--- config.mk ---
export PLATFORM = sky130hd
export DESIGN_NAME = multicycle_ctrl
export DESIGN_NICKNAME = d
export VERILOG_FILES = /design/src/rtl/mctrl_pkg.sv /design/src/rtl/mctrl_decode.sv /design/src/rtl/multicycle_ctrl.sv
export SDC_FILE = /design/constraint.sdc
export NUM_CORES = 1
export LEC_CHECK = 0
export BUFFER_PORTS_ARGS = -buffer_cell sky130_fd_sc_hd__buf_2
export CORE_AREA = 4 4 41 43
export CTS_CLUSTER_SIZE = 25
export DETAILED_ROUTE_END_ITERATION = 10
export DIE_AREA = 0 0 45 47
export GPL_ROUTABILITY_DRIVEN = 0
export GPL_TIMING_DRIVEN = 0
export PLACE_DENSITY = 0.78
export SYNTH_ARGS = -nofsm -noshare
export SYNTH_HDL_FRONTEND = slang
export SYNTH_SLANG_ARGS = --single-unit
--- constraint.sdc ---
create_clock -name clk -period 2.3 [get_ports clk]
set_clock_uncertainty 0.2 [all_clocks]
set_input_delay 0.345 -clock clk [delete_from_list [all_inputs] [get_ports clk]]
set_output_delay 0.345 -clock clk [all_outputs]
set_load 0.03 [all_outputs]
--- src/rtl/mctrl_pkg.sv ---
// Shared encodings for the multi-cycle CPU control FSM: states, opcodes,
// funct codes, datapath mux selects and the one-hot instruction class.
package mctrl_pkg;

    localparam int unsigned STATE_W = 3;
    localparam int unsigned SEL_W   = 2;
    localparam int unsigned CODE_W  = 6;

    typedef enum logic [STATE_W-1:0] {
        S_FETCH  = 3'd0,
        S_DECODE = 3'd1,
        S_EXEC   = 3'd2,
        S_MEM    = 3'd3,
        S_WB     = 3'd4
    } state_e;

    localparam logic [CODE_W-1:0] OP_RTYPE = 6'h00;
    localparam logic [CODE_W-1:0] OP_J     = 6'h02;
    localparam logic [CODE_W-1:0] OP_JAL   = 6'h03;
    localparam logic [CODE_W-1:0] OP_BNE   = 6'h05;
    localparam logic [CODE_W-1:0] OP_XORI  = 6'h0E;
    localparam logic [CODE_W-1:0] OP_LW    = 6'h23;
    localparam logic [CODE_W-1:0] OP_SW    = 6'h2B;

    localparam logic [CODE_W-1:0] FN_JR    = 6'h08;
    localparam logic [CODE_W-1:0] FN_ADD   = 6'h20;
    localparam logic [CODE_W-1:0] FN_SUB   = 6'h22;
    localparam logic [CODE_W-1:0] FN_SLT   = 6'h2A;

    localparam logic [SEL_W-1:0] PC_SRC_PC4    = 2'd0;
    localparam logic [SEL_W-1:0] PC_SRC_BRANCH = 2'd1;
    localparam logic [SEL_W-1:0] PC_SRC_JUMP   = 2'd2;
    localparam logic [SEL_W-1:0] PC_SRC_REGA   = 2'd3;

    localparam logic [SEL_W-1:0] ALUB_B    = 2'd0;
    localparam logic [SEL_W-1:0] ALUB_FOUR = 2'd1;
    localparam logic [SEL_W-1:0] ALUB_SEXT = 2'd2;
    localparam logic [SEL_W-1:0] ALUB_ZEXT = 2'd3;

    localparam logic [SEL_W-1:0] REG_DST_RT = 2'd0;
    localparam logic [SEL_W-1:0] REG_DST_RD = 2'd1;
    localparam logic [SEL_W-1:0] REG_DST_RA = 2'd2;

    // Exactly one field is set for any opcode/funct combination.
    typedef struct packed {
        logic rtype;
        logic jr;
        logic lw;
        logic sw;
        logic j;
        logic jal;
        logic bne;
        logic xori;
        logic illegal;
    } iclass_t;

endpackage

--- src/rtl/mctrl_decode.sv ---
// Combinational opcode/funct classifier producing a one-hot instruction class.
module mctrl_decode
    import mctrl_pkg::*;
#(
    parameter int unsigned OPW = 6
) (
    input  logic [OPW-1:0] opcode_i,
    input  logic [OPW-1:0] funct_i,
    output iclass_t        cls_o
);

    always_comb begin
        cls_o = '0;
        case (opcode_i)
            OPW'(OP_RTYPE): begin
                case (funct_i)
                    OPW'(FN_ADD),
                    OPW'(FN_SUB),
                    OPW'(FN_SLT): cls_o.rtype   = 1'b1;
                    OPW'(FN_JR):  cls_o.jr      = 1'b1;
                    default:      cls_o.illegal = 1'b1;
                endcase
            end
            OPW'(OP_LW):   cls_o.lw      = 1'b1;
            OPW'(OP_SW):   cls_o.sw      = 1'b1;
            OPW'(OP_J):    cls_o.j       = 1'b1;
            OPW'(OP_JAL):  cls_o.jal     = 1'b1;
            OPW'(OP_BNE):  cls_o.bne     = 1'b1;
            OPW'(OP_XORI): cls_o.xori    = 1'b1;
            default:       cls_o.illegal = 1'b1;
        endcase
    end

endmodule

--- src/rtl/multicycle_ctrl.sv ---
// Multi-cycle CPU control FSM: FETCH/DECODE/EXEC/MEM/WB sequencing of datapath strobes.
// Define MCTRL_MEM_WAIT_EN to add a mem_ready input that stretches the MEM state.
module multicycle_ctrl
    import mctrl_pkg::*;
#(
    parameter int unsigned OPW = 6
) (
    input  logic             clk,
    input  logic             reset,
`ifdef MCTRL_MEM_WAIT_EN
    input  logic             mem_ready,
`endif
    input  logic [OPW-1:0]   opcode,
    input  logic [OPW-1:0]   funct,
    input  logic             zero,
    output logic             pc_wren,
    output logic             ir_wren,
    output logic             ab_wren,
    output logic             aluout_wren,
    output logic             mdr_wren,
    output logic             reg_wren,
    output logic             mem_wren,
    output logic [SEL_W-1:0] pc_src,
    output logic [SEL_W-1:0] alu_src_b,
    output logic [SEL_W-1:0] reg_dst,
    output logic             mem_to_reg,
    output logic             instr_done,
    output logic             illegal,
    output logic [STATE_W-1:0] state
);

    state_e  state_q, state_d;
    iclass_t cls;
    logic    mem_go_c;

    mctrl_decode #(.OPW(OPW)) u_decode (
        .opcode_i (opcode),
        .funct_i  (funct),
        .cls_o    (cls)
    );

`ifdef MCTRL_MEM_WAIT_EN
    assign mem_go_c = mem_ready;
`else
    assign mem_go_c = 1'b1;
`endif

    always_ff @(posedge clk) begin
        if (reset) begin
            state_q <= S_FETCH;
        end else begin
            state_q <= state_d;
        end
    end

    // Next state and strobes; everything stays 0 while reset is high.
    always_comb begin
        state_d     = state_q;
        pc_wren     = 1'b0;
        ir_wren     = 1'b0;
        ab_wren     = 1'b0;
        aluout_wren = 1'b0;
        mdr_wren    = 1'b0;
        reg_wren    = 1'b0;
        mem_wren    = 1'b0;
        pc_src      = PC_SRC_PC4;
        alu_src_b   = ALUB_B;
        reg_dst     = REG_DST_RT;
        mem_to_reg  = 1'b0;
        instr_done  = 1'b0;
        illegal     = 1'b0;
        if (!reset) begin
            case (state_q)
                S_FETCH: begin
                    ir_wren = 1'b1;
                    pc_wren = 1'b1;
                    pc_src  = PC_SRC_PC4;
                    state_d = S_DECODE;
                end
                S_DECODE: begin
                    ab_wren = 1'b1;
                    state_d = S_EXEC;
                    if (cls.j || cls.jal) begin
                        pc_wren = 1'b1;
                        pc_src  = PC_SRC_JUMP;
                        state_d = S_FETCH;
                    end
                    if (cls.jal) begin
                        reg_wren = 1'b1;
                        reg_dst  = REG_DST_RA;
                    end
                    if (cls.jr) begin
                        pc_wren = 1'b1;
                        pc_src  = PC_SRC_REGA;
                        state_d = S_FETCH;
                    end
                    // PC already advanced in FETCH, so the bad instruction is skipped.
                    if (cls.illegal) begin
                        illegal = 1'b1;
                        state_d = S_FETCH;
                    end
                end
                S_EXEC: begin
                    aluout_wren = 1'b1;
                    if (cls.lw || cls.sw) begin
                        alu_src_b = ALUB_SEXT;
                    end else if (cls.xori) begin
                        alu_src_b = ALUB_ZEXT;
                    end
                    if (cls.bne) begin
                        pc_wren = !zero;
                        pc_src  = PC_SRC_BRANCH;
                        state_d = S_FETCH;
                    end else if (cls.lw || cls.sw) begin
                        state_d = S_MEM;
                    end else if (cls.rtype || cls.xori) begin
                        state_d = S_WB;
                    end else begin
                        state_d = S_FETCH;
                    end
                end
                S_MEM: begin
                    mdr_wren = cls.lw;
                    mem_wren = cls.sw;
                    if (mem_go_c || !(cls.lw || cls.sw)) begin
                        state_d = cls.lw ? S_WB : S_FETCH;
                    end
                end
                S_WB: begin
                    reg_wren   = 1'b1;
                    reg_dst    = cls.rtype ? REG_DST_RD : REG_DST_RT;
                    mem_to_reg = cls.lw;
                    state_d    = S_FETCH;
                end
                default: begin
                    state_d = S_FETCH;
                end
            endcase
            instr_done = (state_d == S_FETCH);
        end
    end

    assign state = reset ? STATE_W'(0) : STATE_W'(state_q);

endmodule

## After elaboration in Yosys (flattened, before gate mapping)

Cells that the tools add are included.

- Bits in registers: 3
- Input bits: 15
- Output and inout bits: 19
- Logic and storage cells: 83

- Equality and inequality tests: 14
- Mux-type cells: 58
- Reductions and logical operators: 10

Operators with widths:

| operator | count |
|---|---|
| 1-bit two-way mux | 33 |
| 6-bit == test (second input constant) | 5 |
| 3-bit two-way mux | 8 |
| 2-bit two-way mux | 11 |
| 6-bit by 2-bit == test with 1-bit output (second input constant) | 2 |
| 6-bit by 4-bit == test with 1-bit output (second input constant) | 2 |
| 3-bit case mux with 4 select lines | 1 |
| 2-bit case mux with 2 select lines | 2 |
| 3-bit by 2-bit == test with 1-bit output (second input constant) | 2 |
| 6-bit by 3-bit == test with 1-bit output (second input constant) | 1 |
| 3-bit zero test | 2 |
| 6-bit zero test | 1 |
| 6-bit OR reduction | 1 |
| 1-bit case mux with 2 select lines | 2 |
| 4-bit OR reduction | 1 |
| 3-bit by 1-bit == test with 1-bit output (second input constant) | 1 |
| 3-bit == test (second input constant) | 1 |
| 1-bit logical OR | 3 |
| 1-bit case mux with 3 select lines | 1 |
| 3-bit OR reduction | 1 |
| 1-bit zero test | 1 |

## Depth between registers and ports, before layout

- Depth in word-level cells: 12
- Gate-level depth with buffers: 6
- Gate-level depth less buffers: 5

## Hierarchy

From an unflattened synthesis, not the netlist that was laid out.

- Cells, all modules: 81
- Area, all modules: 570.5 µm²

Modules (own cells, without submodules):

| module | times used | cells an instance | area an instance (µm²) | seq. area each (µm²) |
|---|---|---|---|---|
| multicycle_ctrl | 1 | 53 | 375.4 | 60.1 |
| mctrl_decode | 1 | 28 | 195.2 | 0.0 |

## Least setup slack after synthesis

OpenSTA, ideal clock, no wires.

- Path kind: input to output
- Start: input reset
- End: output reg_dst[1]
- Arrival time: 2431 ps
- Data required time: 1755 ps
- Setup slack: -676 ps
- Stages on the path: 4
- Path buffers: 1
- Cells stage by stage: buf_4 > nor4b_1 > nand2_1 > nor2_1

- Longest elaborated chain between the ends: 1

RTL lines:

| item | line | text |
|---|---|---|
| start, declared | multicycle_ctrl.sv:9 | `input logic reset,` |
| 2-bit two-way mux | multicycle_ctrl.sv:72 | `if (!reset) begin` |
| end, declared | multicycle_ctrl.sv:25 | `output logic [SEL_W-1:0] reg_dst,` |

Every way passes these cells.

## Final worst setup path

- Start: input opcode[3]
- End: output instr_done

- Longest elaborated chain between the ends: 10
- Elaborated cells between the ends (all ways): 30
- Classes of those cells: 6 x eq/ne; 18 x mux; 6 x reduce/logical

RTL lines:

| item | line | text |
|---|---|---|
| start, declared | multicycle_ctrl.sv:13 | `input logic [OPW-1:0] opcode,` |
| 6-bit by 2-bit == test with 1-bit output (tied with other cells) | mctrl_decode.sv:14 | `case (opcode_i)` |
| 1-bit two-way mux / 2-bit two-way mux (equally long branches) | mctrl_decode.sv:14 |  |
| 1-bit logical OR (on tied branches) | multicycle_ctrl.sv:83, multicycle_ctrl.sv:116 |  |
| 2-bit two-way mux / 3-bit two-way mux (equally long branches) | multicycle_ctrl.sv:83, multicycle_ctrl.sv:116 |  |
| 3-bit two-way mux (on tied branches) | multicycle_ctrl.sv:92, multicycle_ctrl.sv:114 |  |
| 3-bit two-way mux (on tied branches) | multicycle_ctrl.sv:98, multicycle_ctrl.sv:110 |  |
| 3-bit case mux with 4 select lines * | multicycle_ctrl.sv:73 | `case (state_q)` |
| 3-bit two-way mux * | multicycle_ctrl.sv:72 |  |
| 3-bit zero test * | multicycle_ctrl.sv:139 | `instr_done = (state_d == S_FETCH);` |
| 1-bit two-way mux * | multicycle_ctrl.sv:72 |  |
| end, declared | multicycle_ctrl.sv:27 | `output logic instr_done,` |

Mark *: on every way between the ends. The rest lies on a longest branch, timed or not. The select of a mux whose other input is x is not followed.

==> metrics.yaml <==
status: "finished, final reports clean"
hold_viol_final: 0
cts_sinks: 3
fin_util_pct: 61.0
cp.arrival_ns: 1.73
clock_latency_ns: 0.23
vdd_drop_max_v: 0.000204
routedWlPerCell_um: 13.9
crit_fanout: 8
top_register: "state_q"
ys_types: 31
worst_ep_required_time_ns: 1.75
post-route-period-util_pct: 99.0
relSlewSlack_pct: 73.5
io_buffer_count: 32
cts_tree: "built"
drt-pass1-iter-count: 4
ant_nets: 0
dpl.cell_count: 123
yosys_warnings: 0
syn_area_um2: 490
cp-start-kind: "input pin"
core-area_um2: 1300
synth_nets: 91
drt_wl_total_um: 1780
drive_gt1_share_pct: 47.8
setup_viol: 0
n_antenna_cell: 0
p_leak_nw: 0.382
ys_top_cells_by_area: "dfxtp_1 12%, nor2_1 8.4%, nor2b_1 6.4%"
maxCapViolations: 0
max_freq_ghz: 0.439
cts_hold_buf: 0
dp_hpwl_um: 1250
cts_made_buffers: 3
place_area_um2: 689
maxSlewViolCount: 0
end_kind: "output pin"
die_area_um2: 2120
final_cell_area_um2: 793
cellPowerDensity_nw_per_um2: 300
seq_area_um2: 60.1
multi_input_area_um2: 455
rsz0062_at_grt: "yes"
hold_ws_ns: 0.160
worst-setup-path-type: "input pin to output pin"
instances_no_fill: 128
htreeDepth: 1
synth_top_area_share_pct: 12.2
top_regs: "state_q (3)"
drtIter0Drc: 20
clockRootBuffer: "clkbuf_4"
min-delay-path-class: "input pin to flop"
initial_core_util_pct: 37.7
drc_errors: 0
synth-seq-cells: 3
mostFrequentLayoutCells: "29 x buf_2, 11 x nor2_1, 7 x nand2_1"
grt_pass1_wl_um: 2760
seq_area_frac_synth_pct: 12.2
synth_top_area_cell: "dfxtp_1"
antenna_found_initial: 0
die_w_um: 45
final_common_cell: "buf_2"
num_vias: 714
largest_reg_flops: 3
layout_min_cycle_time_ns: 2.28
clk_pin_slew_ns: 0.04
syn2layout_area_growth_pct: 61.7
avgSynthCellArea_um2: 6.45
die_y_um: 47
track_usage_pct: 17.4
final_nets: 129
rows: 13
grt_overflow_total: 0
finalPower_mw: 0.238
tightest_slew_ns: 0.394
num-fill-cells: 121
cts_buffer_depth: 2
syn_inst: 76
grt_max_degree: 11
vias_per_cell: 5.58
ios: 34
grt_pass1_vias: 614
-- report_power, final --
part / switching, mW / total [mW] / internal, mW
logic: 0.0543 / 0.0919 / 0.0375
registers: 0.000446 / 0.0543 / 0.0538
clock network: 0.0270 / 0.0920 / 0.0650
total: 0.0818 / 0.238 / 0.156
-- synth_stat cells --
| cell | count |
|---|---|
| a2111oi_0 | 1 |
| a21boi_0 | 1 |
| a21boi_1 | 1 |
| a21o_1 | 2 |
| a21oi_1 | 3 |
| a21oi_2 | 1 |
| a221oi_1 | 1 |
| and2b_1 | 1 |
| and3_1 | 2 |
| buf_1 | 1 |
| buf_2 | 2 |
| buf_4 | 2 |
| dfxtp_1 | 3 |
| inv_1 | 4 |
| nand2_1 | 7 |
| nand2_2 | 1 |
| nand2b_1 | 4 |
| nand3b_1 | 2 |
| nand4_1 | 3 |
| nor2_1 | 11 |
| nor2b_1 | 5 |
| nor3_1 | 3 |
| nor3b_1 | 1 |
| nor4_1 | 5 |
| nor4b_1 | 1 |
| o21a_1 | 2 |
| o21ai_0 | 1 |
| o22a_1 | 1 |
| o22ai_1 | 1 |
| or4b_1 | 2 |
| or4b_4 | 1 |
-- critical path, cell delays in order --
cell and delay [ns]:
buf_2 0.16, or4b_4 0.50, a21oi_2 0.16, nand3b_1 0.14, a21boi_2 0.16, o21a_1 0.14, buf_6 0.13
-- final timing paths --
path	startpoint	end	slack, ns	depth (start not counted)
worst max-delay path	opcode[3]	instr_done	0.02	7
worst min-delay path	reset	state_q[2]$_SDFF_PP0_	0.16	2
worst max register to register	state_q[2]$_SDFF_PP0_	state_q[2]$_SDFF_PP0_	0.69	4
worst min register to register	state_q[2]$_SDFF_PP0_	state_q[0]$_SDFF_PP0_	0.40	2
-- routing by layer --
metal	GRT usage [%]	wire length, um
met1	23.8	746
met2	28.0	853
met3	2.68	133
met4	5.26	42
met5	0	0
-- cell type report --
cell class	instances	share of cell area, %
Multi-Input combinational cell	64	57.4
Buffer	4	3.15
Tap cell	15	2.37
Sequential cell	3	7.57
Clock buffer	4	3.31
Timing Repair Buffer	34	24.3
Inverter	4	1.89
-- stage by stage --
step	setup TNS [ns]	setup slack (ns)
global route	-0.0415	-0.0348
floorplan	-0.398	-0.157
CTS	0	0.00244
global placement	-0.510	-0.194
finish	0	0.0232
detailed placement	-0.512	-0.198
-- repair_timing --
item / CTS / global route
setup endpoints to repair: 3 / 2
endpoints found under the hold margin: 0 / 0
gates resized for setup: 10 / 11
cloned: 0 / 0
setup buffers: 0 / 2
pin swaps: 1 / 6
-- cells by family after synthesis --
logic type	after synthesis	synth area share (%)
simple gates	49	57.1
compound gates	15	21.7
buf+inv	9	8.93
flops	3	12.2
Note: power is estimated with default switching activity, not from simulation.
